--- src/rtl/mem_arb_pkg.sv ---
// Shared types and constants for the two-port memory arbiter.
package mem_arb_pkg;

  typedef enum logic [2:0] {
    IDLE  = 3'd0,
    BUSY0 = 3'd1,
    BUSY1 = 3'd2,
    ACK0  = 3'd3,
    ACK1  = 3'd4
  } arb_state_e;

  localparam logic PORT_CPU = 1'b0;
  localparam logic PORT_DMA = 1'b1;

endpackage

--- src/rtl/rr_pick.sv ---
// Two-way round-robin pick: a lone requester wins, a tie goes to the port not served last.
module rr_pick
  import mem_arb_pkg::*;
(
  input  logic req0,
  input  logic req1,
  input  logic last_grant,
  output logic grant,
  output logic valid
);

  assign valid = req0 | req1;

  always_comb begin
    grant = PORT_CPU;
    if (req0 && req1) begin
      grant = (last_grant == PORT_CPU) ? PORT_DMA : PORT_CPU;
    end else if (req1) begin
      grant = PORT_DMA;
    end
  end

endmodule

--- src/rtl/mem_arbiter.sv ---
// Arbitrates a CPU and a DMA requester onto one memory port, one access at a time,
// with a per-access wait timeout that completes the access with an error flag.
module mem_arbiter
  import mem_arb_pkg::*;
#(
  parameter int AW      = 32,
  parameter int DW      = 32,
  parameter int TIMEOUT = 16
) (
  input  logic          clk,
  input  logic          reset,
  input  logic          req0,
  input  logic          req1,
  input  logic          we0,
  input  logic          we1,
  input  logic [AW-1:0] addr0,
  input  logic [AW-1:0] addr1,
  input  logic [DW-1:0] wdata0,
  input  logic [DW-1:0] wdata1,
  output logic          ack0,
  output logic          ack1,
  output logic          err0,
  output logic          err1,
  output logic [DW-1:0] rdata,
  output logic          mem_en,
  output logic          mem_we,
  output logic [AW-1:0] mem_addr,
  output logic [DW-1:0] mem_wdata,
  input  logic [DW-1:0] mem_rdata,
  input  logic          mem_ready
);

  localparam int CW = $clog2(TIMEOUT + 1);

  arb_state_e    state_q;
  logic          last_grant_q;
  logic [CW-1:0] wait_q;
  logic [CW-1:0] wait_d;
  logic          we_q;
  logic [AW-1:0] addr_q;
  logic [DW-1:0] wdata_q;
  logic [DW-1:0] rdata_q;
  logic          err_q;
  logic          pick_grant;
  logic          pick_valid;
  logic          busy;

  rr_pick u_rr_pick (
    .req0       (req0),
    .req1       (req1),
    .last_grant (last_grant_q),
    .grant      (pick_grant),
    .valid      (pick_valid)
  );

  assign wait_d = wait_q + 1'b1;

  always_ff @(posedge clk or negedge reset) begin
    if (!reset) begin
      state_q      <= IDLE;
      last_grant_q <= PORT_DMA;
      wait_q       <= '0;
      we_q         <= 1'b0;
      addr_q       <= '0;
      wdata_q      <= '0;
      rdata_q      <= '0;
      err_q        <= 1'b0;
    end else begin
      case (state_q)
        IDLE: begin
          if (pick_valid) begin
            last_grant_q <= pick_grant;
            wait_q       <= '0;
            // The memory-side address/data registers double as the request latch.
            if (pick_grant == PORT_DMA) begin
              state_q <= BUSY1;
              we_q    <= we1;
              addr_q  <= addr1;
              wdata_q <= wdata1;
            end else begin
              state_q <= BUSY0;
              we_q    <= we0;
              addr_q  <= addr0;
              wdata_q <= wdata0;
            end
          end
        end
        BUSY0, BUSY1: begin
          if (mem_ready) begin
            if (!we_q) rdata_q <= mem_rdata;
            err_q   <= 1'b0;
            state_q <= (state_q == BUSY0) ? ACK0 : ACK1;
          end else if (wait_q == CW'(TIMEOUT - 1)) begin
            err_q   <= 1'b1;
            state_q <= (state_q == BUSY0) ? ACK0 : ACK1;
          end else begin
            wait_q <= wait_d;
          end
        end
        ACK0, ACK1: state_q <= IDLE;
        default:    state_q <= IDLE;
      endcase
    end
  end

  assign busy      = (state_q == BUSY0) || (state_q == BUSY1);
  assign mem_en    = busy;
  assign mem_we    = busy && we_q;
  assign mem_addr  = addr_q;
  assign mem_wdata = wdata_q;
  assign ack0      = (state_q == ACK0);
  assign ack1      = (state_q == ACK1);
  assign err0      = (state_q == ACK0) && err_q;
  assign err1      = (state_q == ACK1) && err_q;
  assign rdata     = rdata_q;

endmodule

--- config.mk ---
export PLATFORM = sky130hd
export DESIGN_NAME = mem_arbiter
export DESIGN_NICKNAME = d
export VERILOG_FILES = /design/src/rtl/mem_arb_pkg.sv /design/src/rtl/rr_pick.sv /design/src/rtl/mem_arbiter.sv
export SDC_FILE = /design/constraint.sdc
export NUM_CORES = 1
export LEC_CHECK = 0
export ABC_AREA = 0
export BUFFER_PORTS_ARGS = -buffer_cell sky130_fd_sc_hd__buf_2
export CAP_MARGIN = 40
export CORE_MARGIN = 5
export CORE_UTILIZATION = 48
export DETAILED_ROUTE_END_ITERATION = 12
export HOLD_SLACK_MARGIN = 0.02
export PLACE_DENSITY_LB_ADDON = 0.2
export SLEW_MARGIN = 5
export SYNTH_ARGS = -nofsm -noshare
export SYNTH_HDL_FRONTEND = slang
export SYNTH_SLANG_ARGS = --single-unit
export TNS_END_PERCENT = 5
--- constraint.sdc ---
create_clock -name clk -period 4.2 [get_ports clk]
set_input_delay 0.84 -clock clk [delete_from_list [all_inputs] [get_ports clk]]
set_output_delay 0.84 -clock clk [all_outputs]
set_load 0.005 [all_outputs]
# Word-level counts from Yosys, hierarchy flattened
# Cells that the tools add are included.
[op_classes]
addsub = 1
n_mul = 0
div = 0
magnitude_cmp = 0
eq_ne = 9
shift = 0
mux = 18
n_bitwise = 2
reduce_logical = 14
[ops]
columns = ["operator", "count"]
rows = [
  ["$mux 32", 2],
  ["$mux 5", 3],
  ["$mux 3", 4],
  ["$pmux 5 s2", 1],
  ["$eq 3x2->1 const B", 2],
  ["$mux 1", 6],
  ["$ne 2x2->1 const B", 3],
  ["$pmux 3 s2", 1],
  ["$reduce_and 2->1", 3],
  ["$add 5x1->5 const B", 1],
  ["$eq 5x4->1 const B", 1],
  ["$logic_and 1x1->1", 4],
  ["$reduce_and 4->1", 1],
  ["$reduce_bool 2->1", 2],
  ["$eq 3x1->1 const B", 1],
  ["$eq 3x3->1 const B", 1],
  ["$logic_not 3->1", 1],
  ["$ne 3x3->1 const B", 1],
  ["$reduce_and 3->1", 1],
  ["$mux 2", 1],
  ["$reduce_or 2->1", 1],
  ["$logic_or 1x1->1", 1],
  ["$not 1->1", 1],
  ["$or 1x1->1", 1],
]
[totals]
ff_bits = 107
latchBits = 0
mem_bits_rw = 0
rom_bits = 0
inputBits = 167
output_inout_bits = 102
word_cells = 52
n_memories = 0

# Depth between registers and ports, before layout
[logic_depth]
depth_word = 5
ltp_mapped = 8
ltp_nobuf = 7

# Cells and area by module
# From an unflattened synthesis, not the netlist that was laid out.
[hier_totals]
cells_unflattened = 415
hier_area_um2 = 4946.0
[modules_own_cells]
columns = ["module", "n_inst", "cells_per_inst", "area_per_inst_um2", "seq_area_each_um2"]
rows = [
  ["mem_arbiter", 1, 413, 4932.2, 2678.8],
  ["rr_pick", 1, 2, 13.8, 0.0],
]

# Worst setup path after synthesis
# Ideal clock, no wire load.
[synth_path]
path_kind = "input port to flip-flop"
startpoint = "input req1"
endpoint = "register addr_q[20], in the netlist mem_addr[20]"
setup_time_ns = 0.126
arrival_ns = 1.826
t_required_ns = 4.074
path_slack_ns = 2.248
stages = 5
n_path_buf = 2
cell_sequence = "a21boi_1 buf_2 buf_2 mux2i_1 a21oi_1"
[synth_via]
elab_chain_len = 3
elab_cells_between_ends = 6
cone_classes = "mux: 3; bitwise: 1; reduce/logical: 2"
[synth_rtl]
columns = ["item", "line", "rtl"]
rows = [
  ["from (decl)", "mem_arbiter.sv:13", "input logic req1,"],
  ["$mux 1 or $logic_and 1x1->1 (tied branches)", "rr_pick.sv:18, rr_pick.sv:16", ""],
  ["$mux 1", "rr_pick.sv:16", "if (req0 && req1) begin"],
  ["$mux 32", "mem_arbiter.sv:75", "if (pick_grant == PORT_DMA) begin"],
  ["to (signal assigned)", "mem_arbiter.sv:78", "addr_q <= addr1;"],
  ["to (signal assigned)", "mem_arbiter.sv:83", "addr_q <= addr0;"],
  ["to (decl)", "mem_arbiter.sv:40", "logic [AW-1:0] addr_q;"],
]
# Several ways; a longest one is shown, not always the timed one.
# A chain may end at the register's enable or synchronous reset.

# Worst setup path in the final report
[layout_path]
startpoint = "register state_q[0]"
endpoint = "output mem_we"
[layout_via]
elab_chain_len = 3
elab_cells_between_ends = 4
cone_classes = "eq/ne: 2; reduce/logical: 2"
[layout_rtl]
columns = ["item", "line", "rtl"]
rows = [
  ["from (decl)", "mem_arbiter.sv:35", "arb_state_e state_q;"],
  ["from (signal assigned)", "mem_arbiter.sv:92", "state_q <= (state_q == BUSY0) ? ACK0 : ACK1;"],
  ["from (signal assigned)", "mem_arbiter.sv:95", "state_q <= (state_q == BUSY0) ? ACK0 : ACK1;"],
  ["$eq 3x1->1 or $eq 3x2->1 (tied branches)", "mem_arbiter.sv:106", "assign busy = (state_q == BUSY0) || (state_q == BUSY1);"],
  ["$logic_or 1x1->1 *", "mem_arbiter.sv:106", ""],
  ["$logic_and 1x1->1 *", "mem_arbiter.sv:108", "assign mem_we = busy && we_q;"],
  ["to (decl)", "mem_arbiter.sv:26", "output logic mem_we,"],
]
# Mark *: on every way between the ends. The rest lies on a longest branch, timed or not.

==> summary.md <==
| Metric | Value |
|---|---|
| Relative slew slack | `between 30% and 40%` |
| R2R setup slack | `between 1500 and 2000 ps` |
| Non-filler cells, final | `roughly 800` |
| Reg2reg path depth | `5` |
| DR iter-0 viols | `approximately 180` |
| Largest net degree at the start of global routing | `a little over 90` |
| IO Pins | `roughly 270` |
| Post-synth cell types | `36` |
| Initial antenna violation count | `0` |
| Sequential Power Share | `between 40% and 50%` |
| Mean Syn Cell Area | `~12 um2` |
| Max frequency | `404 MHz` |
| Cell count after placement | `roughly 780` |
| Postcts setup bufs | `0` |
| Final Cycle Share | `58.9%` |
| Hold_buf cts | `0` |
| Net switching power | `~1.6 mW` |
| Clk buf depth | `2` |
| EDFF count, synth | `0` |
| Flops & latches, synth | `around 110` |
| Worst-path clk slew | `around 100 ps` |
| GPL Wtd Cong | `~0.80` |
| Synth-to-Final Area Change | `33.8%` |
| Die height | `111 um` |
| Setup Slack @ Placement | `1670 ps` |
| CP peak stage delay | `~490 ps` |
| Sequential area share after synthesis | `55.2%` |
| Vias/cell | `about 5` |
| M3 GR Usage | `under 10%` |
| Crit. End Element | `output port` |
| Min Hold Slack | `about 440 ps` |
| Reg2reg start | `state_q[1]$_DFFE_PN0P_` |
| Grt ovf | `0` |
| Pwr Density | `~690 nW/um2` |
| Drt total wl | `12700 um` |
| Post-route cell area | `~6500 um2` |
| Total Power | `~4.5 mW` |
| Crit Path Class | `reg -> out` |
| Clk network pwr share | `between 10% and 20%` |
| Switching Fraction | `between 30% and 40%` |
| Critical-path top delay cell | `dfrtp_1` |
| Crit path launch | `state_q[0]$_DFFE_PN0P_` |
| Most instantiated cells after synthesis | `106 x dfrtp_1, 71 x a21oi_1, 67 x nor2_1` |
| Post-synth top flop | `dfrtp_1` |
| Final HPWL DP | `about 9800 um` |
| Skew-Pair Late Insertion Delay | `360 ps` |
| Most used routing layer | `met2` |
| First-pass GRT wire length | `between 20000 and 25000 um` |
| Max rail drop VDD | `~0.26 mV` |
| Total of max-cap violations | `0` |
| Minimum clock period | `about 2500 ps` |
| Crit path cell chain | `xor2_1 > nor2b_4 > and2_1 > buf_2` |
| Die Area | `~12000 um2` |
| Sink Count | `between 100 and 150` |
| Slew Limit Fails | `0` |
| Share of layout cells above drive strength 1 | `between 40 and 50%` |
| RSZ-0062 raised after global routing | `no` |
| Max Fanout on Critical Path | `9` |
| Yosys warning count | `0` |
| GRT met1 Usage | `between 20% and 30%` |
| Ranking of synthesized cells by area | `dfrtp_1 55%, mux2i_1 13%, mux2_4 9.3%` |
| PostCTS Resize Cnt | `0` |
| Yosys top cell area share | `54.6%` |
| Mean routed wirelength per cell | `15.9 um` |
| Last element of the critical path | `mem_we` |
| Util after Layout | `about two thirds` |
| Finish-stage setup viols | `0` |
| GRT Total Usage | `about a fifth` |
| Hold violation count in the final report | `0` |
| Worst Setup Start Kind | `flip-flop` |
| Met2 global-route usage | `a little over a third` |
| Worst Tran Pin Value | `between 900 and 1000 ps` |
| Setup slack after layout | `between 1500 and 2000 ps` |
| Core footprint | `between 9000 and 10000 um2` |
| Placed Area | `around 6300 um2` |
| # port buffers | `roughly 270` |
| Clk_skew | `~14 ps` |
| DR vias | `just under 4k` |
| Starting Density | `49.5%` |
| Synth Instances | `~400` |
| Fin Setup TNS | `0 ps` |
| Vias in the first global route | `approximately 4k` |
| Critical Path AT | `1630 ps` |
| TritonCTS clock tree | `built` |
| Synth area leader | `dfrtp_1` |
| Row cnt | `36` |
| Outcome | `complete, no violations` |
| Async S/R FF share, synth | `100%` |
| Syn_nets | `around 570` |
| 1st-pass router iterations | `4` |
| Internal | `roughly 2.9 mW` |
| N_diodes | `0` |
| FF-to-FF End | `mem_addr[23]$_DFFE_PN0P_` |
| Comb power frac | `between 40% and 50%` |
| Final ANT Viol Nets | `0` |
| Critical path required time | `~3400 ps` |
| H-tree depth | `3` |
| Synth Cell Area | `4860 um2` |
| NumNets Final | `between 800 and 900` |
| Worst hold path class | `in -> async` |
| Die W | `roughly 110 um` |
| Clk root buf | `clkbuf_8` |
| Top-count cell post-synth | `dfrtp_1` |
| CTS Buf Count | `9` |
| Leak | `roughly 3.3 nW` |
| Drt drc | `0` |
==> cell type report <==
type                            instances  area, um2
Timing Repair Buffer                  274       1420
Sequential cell                       107       2680
Fill cell                             817       3320
Inverter                                2       7.51
Clock buffer                           12        135
Multi-Input combinational cell        266       1990
Tap cell                              133        166
Clock inverter                          4       98.8
==> how the worst min path moves through the flow <==
stage | end | cells after the start | slack, ps | from
2_1_floorplan | wait_q[4]$_DFFE_PN0P_ | 1 | 460 | wait_q[4]$_DFFE_PN0P_
3_3_place_gp | wait_q[4]$_DFFE_PN0P_ | 1 | 480 | wait_q[4]$_DFFE_PN0P_
3_5_place_dp | wait_q[4]$_DFFE_PN0P_ | 1 | 480 | wait_q[4]$_DFFE_PN0P_
4_1_cts | rdata[4]$_DFFE_PN0P_ | 1 | 440 | reset
5_1_grt | rdata[4]$_DFFE_PN0P_ | 1 | 470 | reset
6_report | rdata[4]$_DFFE_PN0P_ | 1 | 440 | reset
==> placed cells by master (no fill, tap or decap), types with 2 or more instances in the layout <==
| master | Yosys | final |
|---|---|---|
| o21ai_0 | 2 | 2 |
| dfrtp_1 | 106 | 106 |
| mux2_4 | 30 | 30 |
| a22o_1 | 2 | 2 |
| nor2_1 | 67 | 67 |
| a21o_1 | 2 | 2 |
| buf_2 | 16 | 267 |
| nor3_1 | 2 | 2 |
| ha_1 | 2 | 2 |
| a21oi_1 | 71 | 71 |
| mux2_2 | 2 | 2 |
| bufinv_16 | 0 | 3 |
| inv_1 | 2 | 2 |
| and2_1 | 3 | 3 |
| nand3_1 | 2 | 2 |
| buf_4 | 1 | 5 |
| mux2i_1 | 65 | 65 |
| clkbuf_1 | 1 | 3 |
| clkbuf_8 | 0 | 9 |
==> registers in the layout (all words and copies together), names as in the netlist <==
register and cells:
last_grant_q 1, mem_addr 32, err_q 1, rdata 32
mem_wdata 32, state_q 3, we_q 1, wait_q 5
==> worst max-delay path: cells and delay by family, from the launching register on <==
kind	cells	cell delay, ps
AND/OR/NAND/NOR	2	450
flip-flops	1	490
XOR/XNOR	1	240
buffers and inverters	1	110
==> power groups by stage <==
stage	registers, mW	clock network (mW)	logic [mW]
floorplan	1.85	0	1.18
global placement	1.82	0	1.89
detailed placement	1.84	0	1.96
CTS	1.83	0.745	1.97
global route	1.89	0.783	2.15
finish	1.83	0.725	1.93
==> logic make-up (layout without fill, tap and decap cells) <==
logic type	Yosys count	count (layout)	share of synthesized area (%)
xor+xnor	1	1	0.180
buf+inv	30	292	4.28
flops	107	107	55.2
simple gates	83	83	7.50
fa+ha+maj	2	2	0.515
mux	97	97	23.1
compound gates	83	83	9.22
==> layer usage <==
layer	share of wire, %	up-vias
met1	40	1835
met4	1.2	0
met2	50	167
met5	0	-
li1	-	1929
met3	8.3	12
Note: power is estimated with default switching activity, not from simulation.
